--- src/rtl/hwpe_ctrl_uloop_seq.sv ---
// Tile-level job sequencer: clears the microloop, then per tile launches the
// streamers, waits for compute, and steps the microloop until it reports done.
module hwpe_ctrl_uloop_seq #(
  parameter int unsigned CNT_WIDTH = 16,
  parameter int unsigned TIMEOUT   = 64
) (
  input  logic                 clk_i,
  input  logic                 rst_ni,
  input  logic                 test_mode_i,
  input  logic                 clear_i,
  input  logic                 start_i,
  output logic                 uloop_enable_o,
  output logic                 uloop_clear_o,
  input  logic                 uloop_valid_i,
  input  logic                 uloop_done_i,
  output logic                 stream_req_o,
  input  logic                 stream_ack_i,
  input  logic                 compute_done_i,
  output logic                 busy_o,
  output logic                 done_o,
  output logic                 error_o,
  output logic [CNT_WIDTH-1:0] tile_cnt_o
);

  localparam int unsigned WD_W = (TIMEOUT > 1) ? $clog2(TIMEOUT) : 1;
  localparam logic [WD_W-1:0] WD_MAX = WD_W'((TIMEOUT > 0) ? TIMEOUT - 1 : 0);

  typedef enum logic [2:0] {
    IDLE, CLEAR, LAUNCH, COMPUTE, UPDATE, WAIT_UL, FINISH, ERROR
  } state_e;

  state_e              state;
  logic [CNT_WIDTH-1:0] tile_cnt;
  logic [WD_W-1:0]      wd_cnt;

  logic unused_test_mode;
  assign unused_test_mode = test_mode_i;

  always_ff @(posedge clk_i or negedge rst_ni) begin
    if (!rst_ni) begin
      state    <= IDLE;
      tile_cnt <= '0;
      wd_cnt   <= '0;
    end else if (clear_i) begin
      state    <= IDLE;
      tile_cnt <= '0;
      wd_cnt   <= '0;
    end else begin
      case (state)
        IDLE: if (start_i) begin
          state    <= CLEAR;
          tile_cnt <= '0;  // previous job's count stays visible until here
        end
        CLEAR:   state <= LAUNCH;
        LAUNCH:  if (stream_ack_i) state <= COMPUTE;
        COMPUTE: if (compute_done_i) begin
          state    <= UPDATE;
          tile_cnt <= tile_cnt + 1'b1;
        end
        UPDATE: begin
          state  <= WAIT_UL;
          wd_cnt <= '0;
        end
        WAIT_UL: begin
          // a valid arriving on the last watchdog cycle still wins
          if (uloop_valid_i)                     state  <= uloop_done_i ? FINISH : LAUNCH;
          else if (TIMEOUT > 0 && wd_cnt == WD_MAX) state <= ERROR;
          else                                    wd_cnt <= wd_cnt + 1'b1;
        end
        FINISH:  state <= IDLE;
        ERROR:   state <= ERROR;
        default: state <= IDLE;
      endcase
    end
  end

  assign uloop_clear_o  = (state == CLEAR);
  assign stream_req_o   = (state == LAUNCH);
  assign uloop_enable_o = (state == UPDATE);
  assign done_o         = (state == FINISH);
  assign error_o        = (state == ERROR);
  assign busy_o         = (state != IDLE);
  assign tile_cnt_o     = tile_cnt;

endmodule

--- config.mk ---
export PLATFORM = sky130hd
export DESIGN_NAME = hwpe_ctrl_uloop_seq
export DESIGN_NICKNAME = d
export VERILOG_FILES = /design/src/rtl/hwpe_ctrl_uloop_seq.sv
export SDC_FILE = /design/constraint.sdc
export NUM_CORES = 1
export LEC_CHECK = 0
export ABC_AREA = 1
export BUFFER_PORTS_ARGS = -buffer_cell sky130_fd_sc_hd__buf_2
export CAP_MARGIN = 20
export CORE_UTILIZATION = 59
export DETAILED_ROUTE_END_ITERATION = 6
export GPL_TIMING_DRIVEN = 0
export PLACE_DENSITY_LB_ADDON = 0.15
export SYNTH_ARGS = -nofsm -noshare
export SYNTH_HDL_FRONTEND = slang
export SYNTH_SLANG_ARGS = --single-unit
--- constraint.sdc ---
create_clock -name clk_i -period 2.71 [get_ports clk_i]
set_input_delay 0.1355 -clock clk_i [delete_from_list [all_inputs] [get_ports clk_i]]
set_output_delay 0.1355 -clock clk_i [all_outputs]
set_load 0.02 [all_outputs]
==> flow_metrics.py, run 1 <==
metrics = {
    "pwr": {
        "power.leakage_nw": 1.043,
        "power.net_switching_w": 0.0004327,
        "swShare_pct": 42.67,
        "p_comb_share_pct": 41.4,
        "power_frac_clock_pct": 16.6,
        "peakVddDrop_uv": 484.8,
        "power_density_mw_per_mm2": 530.4,
        "internal_power_w": 0.0005815,
        "p_seq_share_pct": 42.0,
    },
    "timing": {
        "tightest_slew_ps": 572.3,
        "tns_ps": 0,
        "timing.final.hold_violations": 0,
        "fin_crit_sh_pct": 60.88,
        "setup-violations-final": 0,
        "fin_hold_ws_ps": 95.90,
        "rsz0062_at_grt": "false",
        "fin_worst_skew_ps": 4.430,
        "slew_violations": 0,
        "max-slew-margin-rel_pct": 61.85,
        "fin_crit_ps": 1650,
        "max_freq_ghz": 0.6061,
        "fin_ws_ps": 1060,
    },
    "yosys": {
        "synth_top_family_by_area": "simple AND/OR/NAND/NOR gates",
        "ys_ff_latch": 25,
        "synth_seq_area_share_pct": 36.87,
        "synth_compound_area_share_pct": 6.563,
        "yosysTopAreaCellShare_pct": 36.87,
        "synthMuxAreaShare_pct": 0,
        "ys_warn_count": 0,
        "synth_xor_area_share_pct": 0.5162,
        "synth_edf_count": 0,
        "synthTopCellsByCount": "nand2_1, inv_1, nor2_1, nand3_1, dfrtp_1",
        "ys_top_cells_by_area": "dfrtp_1, nand2_1, nand3_1, inv_1, nor2_1",
        "syn_avg_cell_area_sq_um": 6.476,
        "synth_simple_gate_area_share_pct": 45.35,
        "synth_area_sq_mm": 0.001697,
        "synth_top_flop_cell": "dfrtp_1",
        "synth_top_cell_by_area": "dfrtp_1",
        "synth_fa_ha_area_share_pct": 1.475,
        "yosysMostFrequentCell": "nand2_1",
        "async_flop_share_pct": 100.0,
        "post_synth_inst_count": 262,
        "synth_cell_types": 26,
        "synthesis.nets": 273,
    },
    "global_route": {
        "grt_overflow": 0,
        "grt_pass1_vias": 1572,
        "track_usage_pct": 26.38,
        "antenna_found_initial": 0,
        "grt_max_degree": 26,
        "grt_pass1_wl_microns": 6561,
    },
    "critical_path": {
        "r2r_end": "tile_cnt_o[13]",
        "reg2reg_slack_ps": 1060,
        "r2r_start": "state[1]",
        "cp.arrival_ps": 1920,
        "critPathLaunchType": "register",
        "worstRegToRegCells": 6,
        "worstPathMaxFanout": 9,
        "end_kind": "register",
        "critPathRequiredTime_ps": 2980,
        "path_class": "register to register",
    },
    "cells_and_area": {
        "multi_input_area_sq_um": 914.6,
        "fin_util_pct": 69.93,
        "antennaDiodeCount": 0,
        "final_cell_area_sq_mm": 0.001912,
        "fin_nets": 307,
        "ff_latch_area_sq_um": 625.6,
        "drive_gt1_share_pct": 14.92,
        "syn_to_final_growth_pct": 12.68,
        "fillerInstances": 253,
    },
    "route": {
        "remaining_drc_errors": 0,
        "routed_wl_microns": 3677,
        "ant_nets": 0,
        "drt_iter0_markers": 84,
        "vias": 1706,
        "vias_per_cell": 5.233,
        "drtPass1Iterations": 6,
        "wl_per_cell_microns": 11.28,
    },
    "die": {
        "initial_core_util_pct": 62.06,
        "ios": 31,
        "die_height_microns": 55.63,
        "core-area_sq_mm": 0.002734,
        "die_w_microns": 55.63,
        "row_count": 19,
        "dieArea_sq_mm": 0.003094,
    },
    "clock_tree": {
        "cts.path.max_buffers": 2,
        "cts_tree": "yes",
        "htree_num_levels": 1,
        "cts_resized": 0,
        "clkTransAtPathRegs_ps": 130,
        "cts_made_buffers": 3,
        "clk-insertion-delay-late_ps": 320,
        "cts.sinks": 25,
        "root_buffer": "clkbuf_4",
    },
    "hold_path": {
        "min_from": "compute_done_i",
        "hold_path.class": "input port to register",
        "min_path_cells": 4,
        "holdPathEnd": "state[1]",
    },
    "placed_design": {
        "pre_cts_ws_ps": 1104,
        "finalWeightedCongestion": 0.8160,
        "dpl_cell_area_sq_mm": 0.001876,
        "port_buffers": 28,
        "hpwl_microns": 2769,
    },
    "run": {
        "maxCapViolations": 0,
    },
    "status": {
        "outcome": "finished, final reports clean",
    },
}
## worst max-delay path by stage
stage               startpoint              to  slack (ps)  cells after the start
floorplan             state[2]       wd_cnt[4]        1150                      7
detailed placement    state[1]  tile_cnt_o[13]        1100                      6
finish                state[1]  tile_cnt_o[13]        1060                      6
CTS                   state[1]  tile_cnt_o[13]        1060                      6
global route          state[1]  tile_cnt_o[14]         880                      6
global placement      state[1]  tile_cnt_o[13]        1130                      6
## final cells by class
| cell class | instances | share of cell area (%) |
|---|---|---|
| Buffer | 4 | 1.505 |
| Clock buffer | 4 | 1.374 |
| Inverter | 34 | 6.675 |
| Multi-Input combinational cell | 199 | 47.84 |
| Sequential cell | 25 | 32.72 |
| Tap cell | 31 | 2.029 |
| Timing Repair Buffer | 29 | 7.853 |
## critical path, cell delays in order, from the launching register on
cell and delay [ps]:
dfrtp_1 510, nand2_2 120, nor2_4 240, nand2_4 90, nor3_4 410, nand3_1 130
nand2_1 90
## metal layers
metal  global-route usage, %  wire (microns)
met1                   37.79            1825
met5                       0               0
met2                   42.69            1669
met4                   7.143              19
met3                   3.023             162
## power by group through the flow
stage / logic (W) / clock network [W] / registers [W]
floorplan: 0.000314 / 0 / 0.000429
detailed placement: 0.000417 / 0 / 0.000432
finish: 0.000420 / 0.000169 / 0.000426
global route: 0.000470 / 0.000184 / 0.000429
CTS: 0.000420 / 0.000171 / 0.000425
global placement: 0.000413 / 0 / 0.000431
## state kept, by name, indices dropped and copies added, names as in the netlist
signal / count
state: 3
wd_cnt: 6
tile_cnt_o: 16
## repair_timing
| action | 4_1_cts | 5_1_grt |
|---|---|---|
| hold buffers | 1 | 0 |
| buffers inserted | 0 | 0 |
| endpoints found under the hold margin | 25 | 0 |
## logic make-up (layout without fill, tap and decap cells)
group / after synthesis / after routing
compound gates: 20 / 20
xor+xnor: 1 / 1
fa+ha+maj: 2 / 2
buf+inv: 38 / 71
flops: 25 / 25
simple gates: 176 / 176
## cells in the final DEF, fill, tap and decap left out, types with 2 or more instances in the layout
cell type / synthesis / routed
nand2_2: 2 / 2
o21ai_0: 11 / 11
buf_2: 2 / 30
nand3_1: 28 / 28
nor2_1: 33 / 33
nand4_1: 9 / 9
clkbuf_4: 0 / 3
nor3_1: 2 / 2
dfrtp_1: 25 / 25
o21bai_1: 3 / 3
nand2_4: 2 / 2
inv_1: 33 / 33
ha_1: 2 / 2
nand2_1: 95 / 95
a21oi_1: 3 / 3
## per-stage QoR
stage | cells | total power (W)
after floorplan | 262 | 0.0007431
after global placement | 321 | 0.0008442
after CTS | 326 | 0.001017
after detailed placement | 321 | 0.0008495
after global routing | 326 | 0.001084
final | 326 | 0.001014
Note: power is estimated with default switching activity, not from simulation.
==> run 2: changes to the inputs <==
- CORE_UTILIZATION: 59 -> 50
- clock period: 2.71 -> 1.5 ns (I/O delays scaled with it)
==> flow_metrics.py, run 2 (synthesized netlist as in run 1, its figures left out) <==
metrics = {
    "route": {
        "wl_per_cell_microns": 12.20,
        "remaining_drc_errors": 0,
        "vias_per_cell": 5.120,
        "drt_iter0_markers": 130,
        "drtPass1Iterations": 4,
        "ant_nets": 0,
        "routed_wl_microns": 4366,
        "vias": 1833,
    },
    "timing": {
        "rsz0062_at_grt": "true",
        "tns_ps": 0,
        "fin_crit_ps": 1423,
        "max-slew-margin-rel_pct": 60.03,
        "fin_hold_ws_ps": 55.08,
        "fin_worst_skew_ps": 5.039,
        "timing.final.hold_violations": 0,
        "setup-violations-final": 0,
        "fin_crit_sh_pct": 94.84,
        "tightest_slew_ps": 599.5,
        "max_freq_ghz": 0.7030,
        "slew_violations": 0,
    },
    "global_route": {
        "grt_pass1_vias": 1464,
        "antenna_found_initial": 0,
        "grt_overflow": 0,
        "track_usage_pct": 24.08,
        "grt_max_degree": 26,
        "grt_pass1_wl_microns": 6506,
    },
    "cells_and_area": {
        "largest_register_ffs": 16,
        "fillerInstances": 297,
        "ff_latch_area_sq_um": 633.1,
        "multi_input_area_sq_um": 982.2,
        "layout_commonest_cell": "nand2_1",
        "antennaDiodeCount": 0,
        "drive_gt1_share_pct": 27.39,
        "fin_nets": 326,
        "fin_util_pct": 68.88,
        "mostFrequentLayoutCells": "nand2_1, inv_1, buf_2, nand3_1, nor2_1",
        "syn_to_final_growth_pct": 26.99,
    },
    "pwr": {
        "swShare_pct": 43.32,
        "power_density_mw_per_mm2": 984.0,
        "power_frac_clock_pct": 15.4,
        "power.leakage_nw": 1.145,
        "p_comb_share_pct": 47.7,
        "p_seq_share_pct": 36.9,
        "finalPower_w": 0.002120,
        "internal_power_w": 0.001202,
        "power.net_switching_w": 0.0009185,
        "peakVddDrop_uv": 615.4,
    },
    "die": {
        "initial_core_util_pct": 54.24,
        "core-area_sq_mm": 0.003128,
        "die_height_microns": 60.25,
        "ios": 31,
        "row_count": 20,
        "die_w_microns": 60.25,
        "dieArea_sq_mm": 0.003630,
    },
    "placed_design": {
        "finalWeightedCongestion": 0.8385,
        "port_buffers": 28,
        "hpwl_microns": 2804,
    },
    "critical_path": {
        "critPathLaunchType": "register",
        "cp.arrival_ps": 1690,
        "worstPathCellList": "buf_4 -> nor2_4 -> nand2_4 -> nor3_4 -> buf_6 -> nand2_1 -> o21ai_1",
        "path_class": "register to register",
        "cpPeakStageDelay_ps": 450,
        "path_delay_family": "simple AND/OR/NAND/NOR gates",
        "path_buf_inv": 2,
        "crit_slowest_cell": "dfrtp_2",
        "end_kind": "register",
        "worstPathMaxFanout": 6,
        "critPathRequiredTime_ps": 1770,
    },
    "clock_tree": {
        "cts_tree": "yes",
        "cts_made_buffers": 3,
        "root_buffer": "clkbuf_4",
        "cts.sinks": 25,
        "cts.path.max_buffers": 2,
        "htree_num_levels": 1,
        "clkTransAtPathRegs_ps": 150,
        "clk-insertion-delay-late_ps": 330,
    },
    "status": {
        "outcome": "finished, final reports clean",
    },
    "hold_path": {
        "hold_path.class": "input port to register",
    },
    "run": {
        "maxCapViolations": 0,
    },
}
run 2: per-layer routing:
layer / track usage (%) / share of wire, %
met4: 9.635 / 1.7
met5: 0 / 0
met3: 2.814 / 4.0
met2: 36.89 / 45
met1: 34.28 / 50
run 2: worst paths after layout:
check                               start              to  slack (ps)  depth (start not counted)
setup / recovery                 state[2]   tile_cnt_o[0]          80                          7
min in group asynchronous          rst_ni        state[1]         250                          2
hold / removal               stream_ack_i        state[1]          60                          4
hold reg to reg            tile_cnt_o[13]  tile_cnt_o[13]         520                          2
setup reg to reg                 state[2]   tile_cnt_o[0]          80                          7
max in group asynchronous          rst_ni   tile_cnt_o[7]         820                          2
run 2: cell type report:
class                      count  area share (%)
timing repair buffer          48           13.65
inverter                      34           5.923
multi-input combinational    199           45.59
clock buffer                   4           1.220
buffer                         4           1.684
sequential                    25           29.38
tap                           44           2.555
run 2: tightest hold or removal path, stage by stage:
cell     delay (ps)
buf_2            80
inv_1            30
nand3_1          90
a31oi_1          90
run 2: power by group through the flow:
| stage | clock network [W] | logic, W | registers [W] |
|---|---|---|---|
| floorplan | 0 | 0.000571 | 0.000778 |
| global placement | 0 | 0.000756 | 0.000782 |
| detailed placement | 0 | 0.000761 | 0.000782 |
| CTS | 0.000323 | 0.000807 | 0.000775 |
| global route | 0.000348 | 0.00111 | 0.000788 |
| finish | 0.000326 | 0.00101 | 0.000783 |
run 2: what timing repair did:
action,in CTS,in global routing
hold buffers,1,0
setup endpoints to repair,15,23
hold endpoints to repair,25,0
gates cloned,0,1
resized for setup,5,25
setup buffers,4,14
pin swaps,2,4
run 2: metrics by stage:
step / area [sq um] / setup WS [ps] / instances
after floorplan: 1702 / 39.35 / 262
after global routing: 2155 / -42.54 / 358
after CTS: 1976 / 6.846 / 343
after global placement: 1897 / -112.2 / 334
after detailed placement: 1897 / -132.3 / 334
final: 2155 / 77.46 / 358
